<file path="config.mk">
export PLATFORM = sky130hd
export DESIGN_NAME = conv_layer_sched
export DESIGN_NICKNAME = d
export VERILOG_FILES = /design/src/rtl/conv_layer_sched.sv
export SDC_FILE = /design/constraint.sdc
export NUM_CORES = 1
export LEC_CHECK = 0
export ABC_AREA = 1
export CAP_MARGIN = 20
export CORE_MARGIN = 2
export CORE_UTILIZATION = 40
export DETAILED_ROUTE_END_ITERATION = 10
export PLACE_DENSITY = 0.75
export SYNTH_ARGS = -nofsm -noshare
export SYNTH_HDL_FRONTEND = slang
export SYNTH_SLANG_ARGS = --single-unit
</file>
<file path="constraint.sdc">
create_clock -name clk -period 1.9 [get_ports clk]
set_input_delay 0.285 -clock clk [delete_from_list [all_inputs] [get_ports clk]]
set_output_delay 0.285 -clock clk [all_outputs]
set_load 0.02 [all_outputs]
</file>
<file path="src/rtl/conv_layer_sched.sv">
// Layer-level scheduler for the conv engine: fetches per-layer descriptors from BRAM,
// launches the engine once per layer, and reports network done or error (timeout/abort).
module conv_layer_sched #(
    parameter int unsigned DESC_WORDS = 4,
    parameter int unsigned MAX_LAYERS = 64,
    parameter int unsigned TIMEOUT    = 2**20
) (
    input  logic        clk,
    input  logic        rst,
    input  logic        go,
    input  logic        abort,
    input  logic [31:0] desc_base,
    input  logic [7:0]  layer_cnt,
    output logic        desc_en,
    output logic [31:0] desc_addr,
    input  logic [31:0] desc_rdata,
    output logic [31:0] cfg_in_base,
    output logic [31:0] cfg_out_base,
    output logic [31:0] cfg_w_base,
    output logic [31:0] cfg_ctrl,
    output logic        conv_start,
    input  logic        conv_finish,
    output logic [7:0]  cur_layer,
    output logic        busy,
    output logic        done,
    output logic        err
);

    localparam int unsigned KW = $clog2(DESC_WORDS + 1);
    localparam int unsigned TW = $clog2(TIMEOUT) + 1;

    typedef enum logic [2:0] {StIdle, StFetch, StLaunch, StRun, StNext, StFin} state_e;

    state_e        state_q, state_d;
    logic [KW-1:0] k_q;
    logic [31:0]   addr_ptr_q;
    logic [7:0]    cnt_q, cur_layer_q;
    logic [TW-1:0] tmo_q;
    logic          fin_prev_q, abort_pend_q, err_q, zero_done_q;
    logic [31:0]   in_base_q, out_base_q, w_base_q, ctrl_q;

    logic       fin_edge, abort_run, fetch_last, tmo_hit, more, err_set;
    logic [7:0] cnt_clamp;

    assign cnt_clamp  = (layer_cnt > 8'(MAX_LAYERS)) ? 8'(MAX_LAYERS) : layer_cnt;
    assign fin_edge   = conv_finish & ~fin_prev_q;
    // An abort seen at any point in RUN is held until the layer finishes.
    assign abort_run  = abort | abort_pend_q;
    assign fetch_last = (k_q == KW'(DESC_WORDS));
    assign tmo_hit    = (tmo_q == TW'(TIMEOUT - 1));
    assign more       = ({1'b0, cur_layer_q} + 9'd1) < {1'b0, cnt_q};

    always_comb begin
        state_d = state_q;
        err_set = 1'b0;
        case (state_q)
            StIdle:   if (go && cnt_clamp != 8'd0) state_d = StFetch;
            StFetch: begin
                if (fetch_last) begin
                    state_d = abort ? StIdle : StLaunch;
                    err_set = abort;
                end
            end
            StLaunch: begin
                state_d = abort ? StIdle : StRun;
                err_set = abort;
            end
            StRun: begin
                if (fin_edge) begin
                    state_d = abort_run ? StIdle : StNext;
                    err_set = abort_run;
                end else if (tmo_hit) begin
                    state_d = StIdle;
                    err_set = 1'b1;
                end
            end
            StNext: begin
                state_d = abort ? StIdle : (more ? StFetch : StFin);
                err_set = abort;
            end
            StFin:    state_d = StIdle;
            default:  state_d = StIdle;
        endcase
    end

    always_ff @(posedge clk) begin
        if (rst) begin
            state_q      <= StIdle;
            k_q          <= '0;
            addr_ptr_q   <= '0;
            cnt_q        <= '0;
            cur_layer_q  <= '0;
            tmo_q        <= '0;
            fin_prev_q   <= 1'b0;
            abort_pend_q <= 1'b0;
            err_q        <= 1'b0;
            zero_done_q  <= 1'b0;
            in_base_q    <= '0;
            out_base_q   <= '0;
            w_base_q     <= '0;
            ctrl_q       <= '0;
        end else begin
            state_q     <= state_d;
            fin_prev_q  <= conv_finish;
            zero_done_q <= 1'b0;
            if (err_set) err_q <= 1'b1;
            case (state_q)
                StIdle: begin
                    if (go) begin
                        cnt_q        <= cnt_clamp;
                        cur_layer_q  <= '0;
                        addr_ptr_q   <= desc_base;
                        err_q        <= 1'b0;
                        abort_pend_q <= 1'b0;
                        k_q          <= '0;
                        zero_done_q  <= (cnt_clamp == 8'd0);
                    end
                end
                StFetch: begin
                    // Read data for word k-1 arrives on cycle k.
                    if (k_q == KW'(1)) in_base_q  <= desc_rdata;
                    if (k_q == KW'(2)) out_base_q <= desc_rdata;
                    if (k_q == KW'(3)) w_base_q   <= desc_rdata;
                    if (k_q == KW'(4)) ctrl_q     <= desc_rdata;
                    k_q <= fetch_last ? '0 : k_q + KW'(1);
                end
                // Counter holds the number of cycles elapsed since conv_start.
                StLaunch: tmo_q <= TW'(1);
                StRun: begin
                    tmo_q <= tmo_q + TW'(1);
                    if (abort) abort_pend_q <= 1'b1;
                end
                StNext: begin
                    cur_layer_q  <= cur_layer_q + 8'd1;
                    addr_ptr_q   <= addr_ptr_q + 32'(DESC_WORDS * 4);
                    abort_pend_q <= 1'b0;
                end
                default: ;
            endcase
        end
    end

    always_comb begin
        busy       = (state_q != StIdle);
        desc_en    = (state_q == StFetch) && (k_q < KW'(DESC_WORDS));
        desc_addr  = desc_en ? addr_ptr_q + (32'(k_q) << 2) : 32'd0;
        conv_start = (state_q == StLaunch) && !abort;
        done       = (state_q == StFin) || zero_done_q;
    end

    assign err          = err_q;
    assign cur_layer    = cur_layer_q;
    assign cfg_in_base  = in_base_q;
    assign cfg_out_base = out_base_q;
    assign cfg_w_base   = w_base_q;
    assign cfg_ctrl     = ctrl_q;

endmodule

</file>
# Word-level counts from Yosys, hierarchy flattened

Index checks and enable logic that the tools add are counted.

Equal/unequal tests: 15
Magnitude comparators: 3
Add/subtract/negate cells: 6
Bitwise operators: 5
Multiplexer cells: 30
Reductions and logical operators: 24

Operators by type and width:

| cell                                                           | count |
|---|---|
| two-way mux 32 bit                                             | 2 |
| case mux 32 bit (2 select lines)                               | 1 |
| case mux 21 bit (2 select lines)                               | 1 |
| adder 32 x 5 -> 32 bit                                         | 1 |
| adder 32 x 5 -> 32 bit (second input constant)                 | 1 |
| two-way mux 3 bit                                              | 9 |
| adder 21 x 1 -> 21 bit (second input constant)                 | 1 |
| == test 21 x 20 -> 1 bit (second input constant)               | 1 |
| two-way mux 8 bit                                              | 2 |
| case mux 8 bit (2 select lines)                                | 1 |
| case mux 3 bit (5 select lines)                                | 1 |
| AND reduction 2 bit                                            | 7 |
| == test 3 x 2 -> 1 bit (second input constant)                 | 4 |
| adder 8 x 1 -> 9 bit (second input constant)                   | 1 |
| == test 3 bit (second input constant)                          | 3 |
| < comparator 9 x 8 -> 1 bit                                    | 1 |
| adder 8 x 1 -> 8 bit (second input constant)                   | 1 |
| greater-than comparator 8 x 7 -> 1 bit (second input constant) | 1 |
| logical NOT 8 bit                                              | 1 |
| two-way mux 1 bit                                              | 8 |
| != test 2 bit (second input constant)                          | 4 |
| nonzero test 8 bit                                             | 1 |
| == test 3 x 1 -> 1 bit (second input constant)                 | 2 |
| case mux 1 bit (3 select lines)                                | 2 |
| 17 further kinds                                               | 26 |

Output and inout bits: 173
Register bits: 207
Input bits: 77
Logic and storage cells: 97

# Logic depth before layout (Yosys ltp)

Gate-level depths: netlist of the first run.

Depth in word-level cells: 7
Gate-level depth with buffers: 15
Gate-level depth less buffers: 15

# Worst setup path after synthesis of the first run

No wires, ideal clock.

Path kind: register to register
From: register cur_layer_q[0] (netlist: cur_layer[0])
To: register state_q[2]
Arrival: 2.078 ns
Buffers on the path: 0
Data required time: 1.766 ns
Clock period less this slack: 2.212 ns
Slack: -0.312 ns
Setup time: 0.134 ns
Stages on the path, launching flop included: 15
Cells stage by stage: dfxtp_1 -> ha_1 -> nand2_1 -> nor2_1 -> nand2_1 -> nor2_1 -> xor2_1 -> ha_1 -> a21o_1 -> nand3_1 -> nand2_1 -> nor2_1 -> nand2_1 -> nand2_1 -> a21oi_1

Longest elaborated chain between the ends: 5

RTL lines:

| item                            | RTL line | RTL |
|---|---|---|
| start, declared                 | 37       | `logic [7:0] cnt_q, cur_layer_q;` |
| start signal, assigned          | 134      | `cur_layer_q <= cur_layer_q + 8'd1;` |
| adder 8 x 1 -> 9 bit            | 51       | `assign more = ({1'b0, cur_layer_q} + 9'd1) < {1'b0, cnt_q};` |
| < comparator 9 x 8 -> 1 bit     | 51       |  |
| two-way mux 3 bit (2 in series) | 78       | `state_d = abort ? StIdle : (more ? StFetch : StFin);` |
| case mux 3 bit (5 select lines) | 56       | `case (state_q)` |
| end signal, assigned            | 88       | `state_q <= StIdle;` |
| end signal, assigned            | 103      | `state_q <= state_d;` |
| end, declared                   | 34       | `state_e state_q, state_d;` |

Every way passes these cells.
A chain may end at the register's enable or synchronous reset.

# Worst setup path in the final report of the first run

From: register k_q[0]
To: output port desc_addr[18]

Longest elaborated chain between the ends: 3
Elaborated cells between the ends (all ways): 4
Classes of those cells: 1 x add/sub; 1 x order compare; 1 x mux; 1 x reduce/logical

RTL lines:

| item                                                           | RTL line | RTL |
|---|---|---|
| start, declared                                                | 35       | `logic [KW-1:0] k_q;` |
| start signal, assigned                                         | 125      | `k_q <= fetch_last ? '0 : k_q + KW'(1);` |
| branches (longest 2 deep; another with adder 32 x 5 -> 32 bit) | -        |  |
| two-way mux 32 bit *                                           | 146      | `desc_addr = desc_en ? addr_ptr_q + (32'(k_q) << 2) : 32'd0;` |
| end, declared                                                  | 15       | `output logic [31:0] desc_addr,` |

Mark *: on every way between the ends.

==> key figures, run 1 <==
Routing
  • DR WL/cell: 15.6 um
  • Number of optimization iterations in the first detailed-route pass: 5
  • Routed via count: 10800
  • Post-route ant nets: 0
  • Vias/cell: 4.99
  • # DRC: 0
  • Total wire length: 33.8 mm
  • Initial DRC Count: 955

STA
  • Max-slew violations: 0
  • Fmax: 0.380 GHz
  • TNS Setup: -16130 ps
  • Hold WS: 318 ps
  • Setup violators final: 35
  • Worst-margin pin slew: 688 ps
  • Hold Vio Cnt, Final: 0
  • PnR worst setup slack: -734 ps
  • Clock Skew: 9.67 ps
  • Min Tclk post-route: 2630 ps
  • Relative slew margins: 54.1%
  • RSZ-0062 raised after global routing: true
  • Period Utilization, post-route: 139%

Floorplanning
  • Core area: 0.0242 sq mm
  • Die footprint: 0.0258 sq mm
  • Die H: 161 um
  • Die width: 161 um
  • Num ports: 250
  • Starting Density: 40.6%
  • FP Rows: 57

Synthesis
  • Seq cells post-synth: 207
  • Yosys cell types: 43
  • FFs w/ async S/R, synth: 0%
  • Syn nets: 1551
  • Synth Instances: 1455
  • Post-synth EDFFs: 0
  • Synth Flop Type: dfxtp_1
  • Mapped Avg Cell Area: 6.75 sq um
  • Sequential area share after synthesis: 42.2%
  • Ys Warns: 0
  • Synth Cell Area: 0.00982 sq mm

Clock network
  • Total CTS buffers: 23
  • TritonCTS clock tree: built
  • Clock tree buffer depth: 3
  • CTS Hold Buffers Added: 0
  • Clock latency on the worst-skew pair: 530 ps
  • Clock Tree Root: clkbuf_16
  • Clock transition at the registers of the reported paths: 60 ps
  • H-tree depth: 1
  • Clock sink total: 207

Power and ir drop
  • P_sw: 3.54 mW
  • Worst vdd ir: 0.568 mV
  • Combinational cell fraction of total power: 23.1%
  • Internal power: 8.28 mW
  • Power Dens Cells: 790 mW/mm^2
  • Switching share of total power: 29.9%
  • Pleak: 6.04 nW
  • Share of power burned in registers: 39.9%
  • Clock Power Share: 37.0%

Global route
  • Vias in the first global route: 10200
  • Grt total ovfl: 0
  • First-pass GRT wire length: 52.3 mm
  • Total global-route track usage: 24.8%
  • Initial antenna violation count: 0
  • Largest net degree at the start of global routing: 106

Final layout
  • Layout cell share with drive strength beyond 1: 19.5%
  • Non-Filler Instances: 2164
  • Layout Nets: 1921
  • Finished Core Util: 61.9%
  • Antenna cell count: 0
  • Area Overhead vs Synth: 52.5%

Place
  • Dpl cells: 2098
  • GP Congestion: 1.06
  • Post-Place Worst Slack: -644 ps
  • Final HPWL DP: 23.9 mm
  • I/O Buffers: 249

Worst setup path
  • Critical Path Start Type: register
  • CP required: 1620 ps
  • Crit path kind: register to output port
  • Setup crit end kind: output port
  • CP arrival: 2350 ps
  • Crit-path max FO: 4

Status
  • Failing checks: setup timing
  • Status: finished, violations left

Flow run
  • MaxCap Viol Count: 0

Min path
  • Min-Delay Path Class: input port to register
-- Yosys cell counts, types with 3 or more instances --
cell      count  area [sq um]
nor3_1       13          65.1
o22ai_1       3          18.8
nand4_1       4          25.0
o21ai_0     172           861
nor2_2       16           100
nor3b_1       3          22.5
ha_1         18           225
o21ai_1       4          20.0
inv_2        12          45.0
buf_4         4          30.0
nand3_1      76           380
a31oi_1       7          43.8
nand2_1     246           923
nor2_1      373          1400
clkbuf_1     33           124
dfxtp_1     207          4140
xor2_1       14           123
a21oi_1      62           310
nand2_2       7          43.8
buf_2        23           115
nor2_4        5          56.3
nand3b_1      5          37.5
inv_1       116           435
a21o_1        3          22.5
o211ai_1      4          30.0
-- cell type report --
class,instances,area [sq um]
clock inverter,12,113
tap,324,405
multi-input combinational,1058,5280
clock buffer,28,624
timing repair buffer,406,3880
sequential,207,4160
inverter,129,508
fill,2094,9200
-- cells by family (layout without fill, tap and decap cells) --
group	count (synthesis)	after routing	share of synthesized area, %
AO/OA/AOI/OAI	268	268	14.5
adder cells (fa/ha/maj)	19	19	2.50
flip-flops	207	207	42.2
XOR/XNOR	15	15	1.34
buffers and inverters	190	575	7.71
AND/OR/NAND/NOR	756	756	31.8
-- cells in the final DEF (no fill, tap or decap), drive strengths merged, types with 3 or more instances in the layout --
cell type | Yosys | routed
a21o | 3 | 3
a21oi | 65 | 65
a31oi | 7 | 7
buf | 28 | 191
clkbuf | 33 | 30
clkdlybuf4s50 | 0 | 207
clkinv | 1 | 8
dfxtp | 207 | 207
dlygate4sd2 | 0 | 3
dlymetal6s2s | 0 | 3
ha | 18 | 18
inv | 128 | 130
nand2 | 254 | 254
nand3 | 77 | 77
nand3b | 5 | 5
nand4 | 4 | 4
nor2 | 394 | 394
nor3 | 14 | 14
nor3b | 3 | 3
o211ai | 4 | 4
o21ai | 176 | 176
o22ai | 3 | 3
or2 | 4 | 4
xor2 | 14 | 14
-- worst max-delay path: stages (launching register included) --
cell,delay (ps)
dfxtp_2,360
ha_4,140
fa_2,210
nand2_2,70
a21oi_4,150
nand2_2,90
nor2_4,180
inv_4,80
buf_12,130
nor2_4,80
o21ai_1,80
a21oi_2,110
buf_4,150
-- per-stage QoR --
step | instance area [sq um] | total power [mW]
6_report | 15000 | 11.8
5_1_grt | 15000 | 12.4
4_1_cts | 14700 | 11.7
3_5_place_dp | 13700 | 7.17
3_3_place_gp | 13700 | 7.14
2_1_floorplan | 9910 | 5.98
-- flip-flops by register name (all words and copies together), names as in the netlist --
register and flops:
abort_pend_q 1, state_q 3, addr_ptr_q 32, zero_done_q 1, tmo_q 21, fin_prev_q 1
cfg_in_base 32, cfg_w_base 32, cfg_ctrl 32, k_q 3, cnt_q 8, cfg_out_base 32
cur_layer 8, err 1
-- worst paths after layout --
kind | start | to | slack [ps] | cells past startpoint
worst min register to register | cnt_q[7] | cnt_q[7] | 460 | 2
worst max-delay path | k_q[0] | desc_addr[18] | -730 | 12
worst min-delay path | desc_base[0] | addr_ptr_q[0] | 320 | 3
worst max register to register | cur_layer[1] | state_q[2] | -150 | 14
-- metal layers --
layer  vias up  GRT usage [%]  part of all wire [%]
met3        59           4.44                   8.0
met5         -              0                     0
met1      4902           32.4                    43
met2       450           41.5                    46
li1       5389              -                     -
met4         0           8.11                   2.8
-- power groups by stage --
stage | registers, mW | logic [mW] | clock network [mW]
after floorplan | 4.90 | 1.08 | 0
after global placement | 4.79 | 2.35 | 0
after detailed placement | 4.79 | 2.38 | 0
after CTS | 4.71 | 2.59 | 4.44
after global routing | 4.74 | 2.97 | 4.65
final | 4.71 | 2.73 | 4.38
-- repair_timing --
item / in CTS / in global routing
gates resized for setup: 254 / 63
endpoints found under the hold margin: 0 / 0
buffers inserted: 14 / 10
pin swaps: 8 / 23
gates cloned: 1 / 2
endpoints found under the setup margin: 40 / 83
Power figures use the tool's default switching activity.
==> run 2: changes to the inputs <==
Settings changed: CORE_UTILIZATION 40 to 35, PLACE_DENSITY 0.75 to 0.68, SKIP_LAST_GASP from default to 1.
==> key figures, run 2 (synthesized netlist as in run 1, its figures left out) <==
Routing
  • Total wire length: 34.6 mm (was 33.8 mm)
  • # DRC: 0 (unchanged)
  • Routed via count: 10900 (was 10800)
  • Initial DRC Count: 810 (was 955)
  • Number of optimization iterations in the first detailed-route pass: 5 (unchanged)
  • Vias/cell: 4.89 (was 4.99)
  • DR WL/cell: 15.5 um (was 15.6 um)
  • Post-route ant nets: 0 (unchanged)

Place
  • Final HPWL DP: 24.6 mm (was 23.9 mm)
  • Post-Place Worst Slack: -630 ps (was -644 ps)
  • I/O Buffers: 249 (unchanged)
  • GP Congestion: 0.954 (was 1.06)
  • Placed Area: 0.0138 sq mm (was 0.0137 sq mm)

STA
  • Worst-margin pin slew: 463 ps (was 688 ps)
  • Relative slew margins: 69.1% (was 54.1%)
  • Fmax: 0.390 GHz (was 0.380 GHz)
  • Max-slew violations: 0 (unchanged)
  • Clock Skew: 16.3 ps (was 9.67 ps)
  • Min Tclk post-route: 2570 ps (was 2630 ps)
  • Period Utilization, post-route: 135% (was 139%)
  • Setup violators final: 34 (was 35)
  • Hold WS: 347 ps (was 318 ps)
  • Hold Vio Cnt, Final: 0 (unchanged)
  • PnR worst setup slack: -665 ps (was -734 ps)
  • RSZ-0062 raised after global routing: true (unchanged)

Clock network
  • TritonCTS clock tree: built (unchanged)
  • Clock tree buffer depth: 3 (unchanged)
  • Clock transition at the registers of the reported paths: 60 ps (about the same)
  • H-tree depth: 1 (unchanged)
  • CTS Hold Buffers Added: 0 (unchanged)
  • Clock latency on the worst-skew pair: 520 ps (was 530 ps)
  • Total CTS buffers: 23 (unchanged)
  • Clock Tree Root: clkbuf_16 (unchanged)
  • Clock sink total: 207 (unchanged)

Global route
  • Largest net degree at the start of global routing: 66 (was 106)
  • Grt total ovfl: 0 (unchanged)
  • Total global-route track usage: 22.3% (was 24.8%)
  • First-pass GRT wire length: 52.3 mm (about the same)
  • Vias in the first global route: 9924 (was 10200)
  • Initial antenna violation count: 0 (unchanged)

Final layout
  • Leading cell type in the layout, fill and taps excluded: nor2_1 (unchanged)
  • Antenna cell count: 0 (unchanged)
  • Area Overhead vs Synth: 55.5% (was 52.5%)
  • Layout Nets: 1928 (was 1921)
  • Finished Core Util: 55.1% (was 61.9%)
  • Finished Cell Area: 0.0153 sq mm (was 0.0150 sq mm)
  • Layout cell share with drive strength beyond 1: 21.5% (was 19.5%)
  • Most frequent cells in the layout: nor2_1 (348), nand2_1 (227), clkdlybuf4s50_1 (207) (was nor2_1 (353), nand2_1 (232), clkdlybuf4s50_1 (207))

Floorplanning
  • Starting Density: 35.4% (was 40.6%)
  • Die footprint: 0.0294 sq mm (was 0.0258 sq mm)
  • Num ports: 250 (unchanged)
  • Core area: 0.0277 sq mm (was 0.0242 sq mm)
  • FP Rows: 61 (was 57)
  • Die width: 171 um (was 161 um)
  • Die H: 171 um (was 161 um)

Power and ir drop
  • Pleak: 6.18 nW (was 6.04 nW)
  • Worst vdd ir: 0.560 mV (was 0.568 mV)
  • Power Dens Cells: 796 mW/mm^2 (was 790 mW/mm^2)
  • Pwr Total: 12.1 mW (was 11.8 mW)

Worst setup path
  • Cells along the critical path: ha_4 > fa_2 > nand2_2 > a21oi_4 > nand2_2 > nor2_4 > inv_4 > nor2_4 > nand2_1 > nor2_1 > nor2_4 > buf_4 (was ha_4 > fa_2 > nand2_2 > a21oi_4 > nand2_2 > nor2_4 > inv_4 > buf_12 > nor2_4 > o21ai_1 > a21oi_2 > buf_4)
  • Crit path kind: register to output port (unchanged)
  • Cell family with most CP delay: simple AND/OR/NAND/NOR gates (unchanged)
  • Critical Path Start Type: register (unchanged)
  • CP bufs+invs: 2 (was 3)
  • Setup crit end kind: output port (unchanged)
  • Crit-path max FO: 4 (unchanged)
  • Worst path most repeated cell: nor2_4
  • Max stage delay on crit path: 350 ps (was 360 ps)
  • CP arrival: 2280 ps (was 2350 ps)
  • Slowest CP cell: dfxtp_2 (unchanged)
  • CP required: 1620 ps (about the same)

Min path
  • Min-Delay Path Class: input port to register (unchanged)

Status
  • Status: finished, violations left (unchanged)
  • Failing checks: setup timing (unchanged)

Flow run
  • MaxCap Viol Count: 0 (unchanged)
[run 2: cell type report]
| type | count | area, sq um |
|---|---|---|
| fillers | 2605 | 12400 |
| multi-input cells | 1059 | 5450 |
| flip-flops and latches | 207 | 4170 |
| repair buffers | 412 | 3880 |
| clock buffers | 31 | 646 |
| inverters | 129 | 503 |
| well taps | 378 | 473 |
| clock inverters | 9 | 141 |
[run 2: report_power, final]
part / total [mW] / switching (mW) / internal [mW]
Clock: 4.68 / 1.88 / 2.81
Sequential: 4.72 / 0.162 / 4.56
Combinational: 2.74 / 1.55 / 1.19
[run 2: worst paths after layout]
kind,cells past startpoint,slack (ps),start,end
worst min register to register,2,450,cnt_q[0],cnt_q[0]
worst max register to register,14,-100,cur_layer[0],state_q[2]
worst max-delay path,12,-670,k_q[0],desc_addr[24]
worst min-delay path,3,350,desc_base[0],addr_ptr_q[0]
[run 2: per-stage QoR]
step / setup TNS (ps) / instances
CTS: -15030 / 2216
global placement: -13370 / 2163
global route: -18710 / 2225
finish: -15290 / 2225
floorplan: -220 / 1455
detailed placement: -14350 / 2163
[run 2: timing repair]
action,CTS,global route
setup endpoints to repair,38,135
gates cloned,0,1
gates resized for setup,289,72
endpoints found under the hold margin,0,0
buffers inserted,13,11
pin swaps,26,26
[run 2: per-layer routing]
layer	track usage, %	up-vias	routed length, um
met4	7.22	0	939
met2	36.8	409	15700
met1	29.8	5025	15200
met5	0	-	0
met3	3.61	61	2770
li1	-	5390	-
[run 2: worst register-to-register path, delay by kind of cell (launching register included)]
family          cells  cell delay [ps]
simple gates        9              680
flops               1              350
compound gates      2              210
fa+ha+maj           2              440
xor+xnor            1              210
==> run 3: changes to the inputs <==
Settings changed: CAP_MARGIN 20 to default.
==> results of run 3 <==
The final DEF is identical to that of run 2; final timing and power are the same.
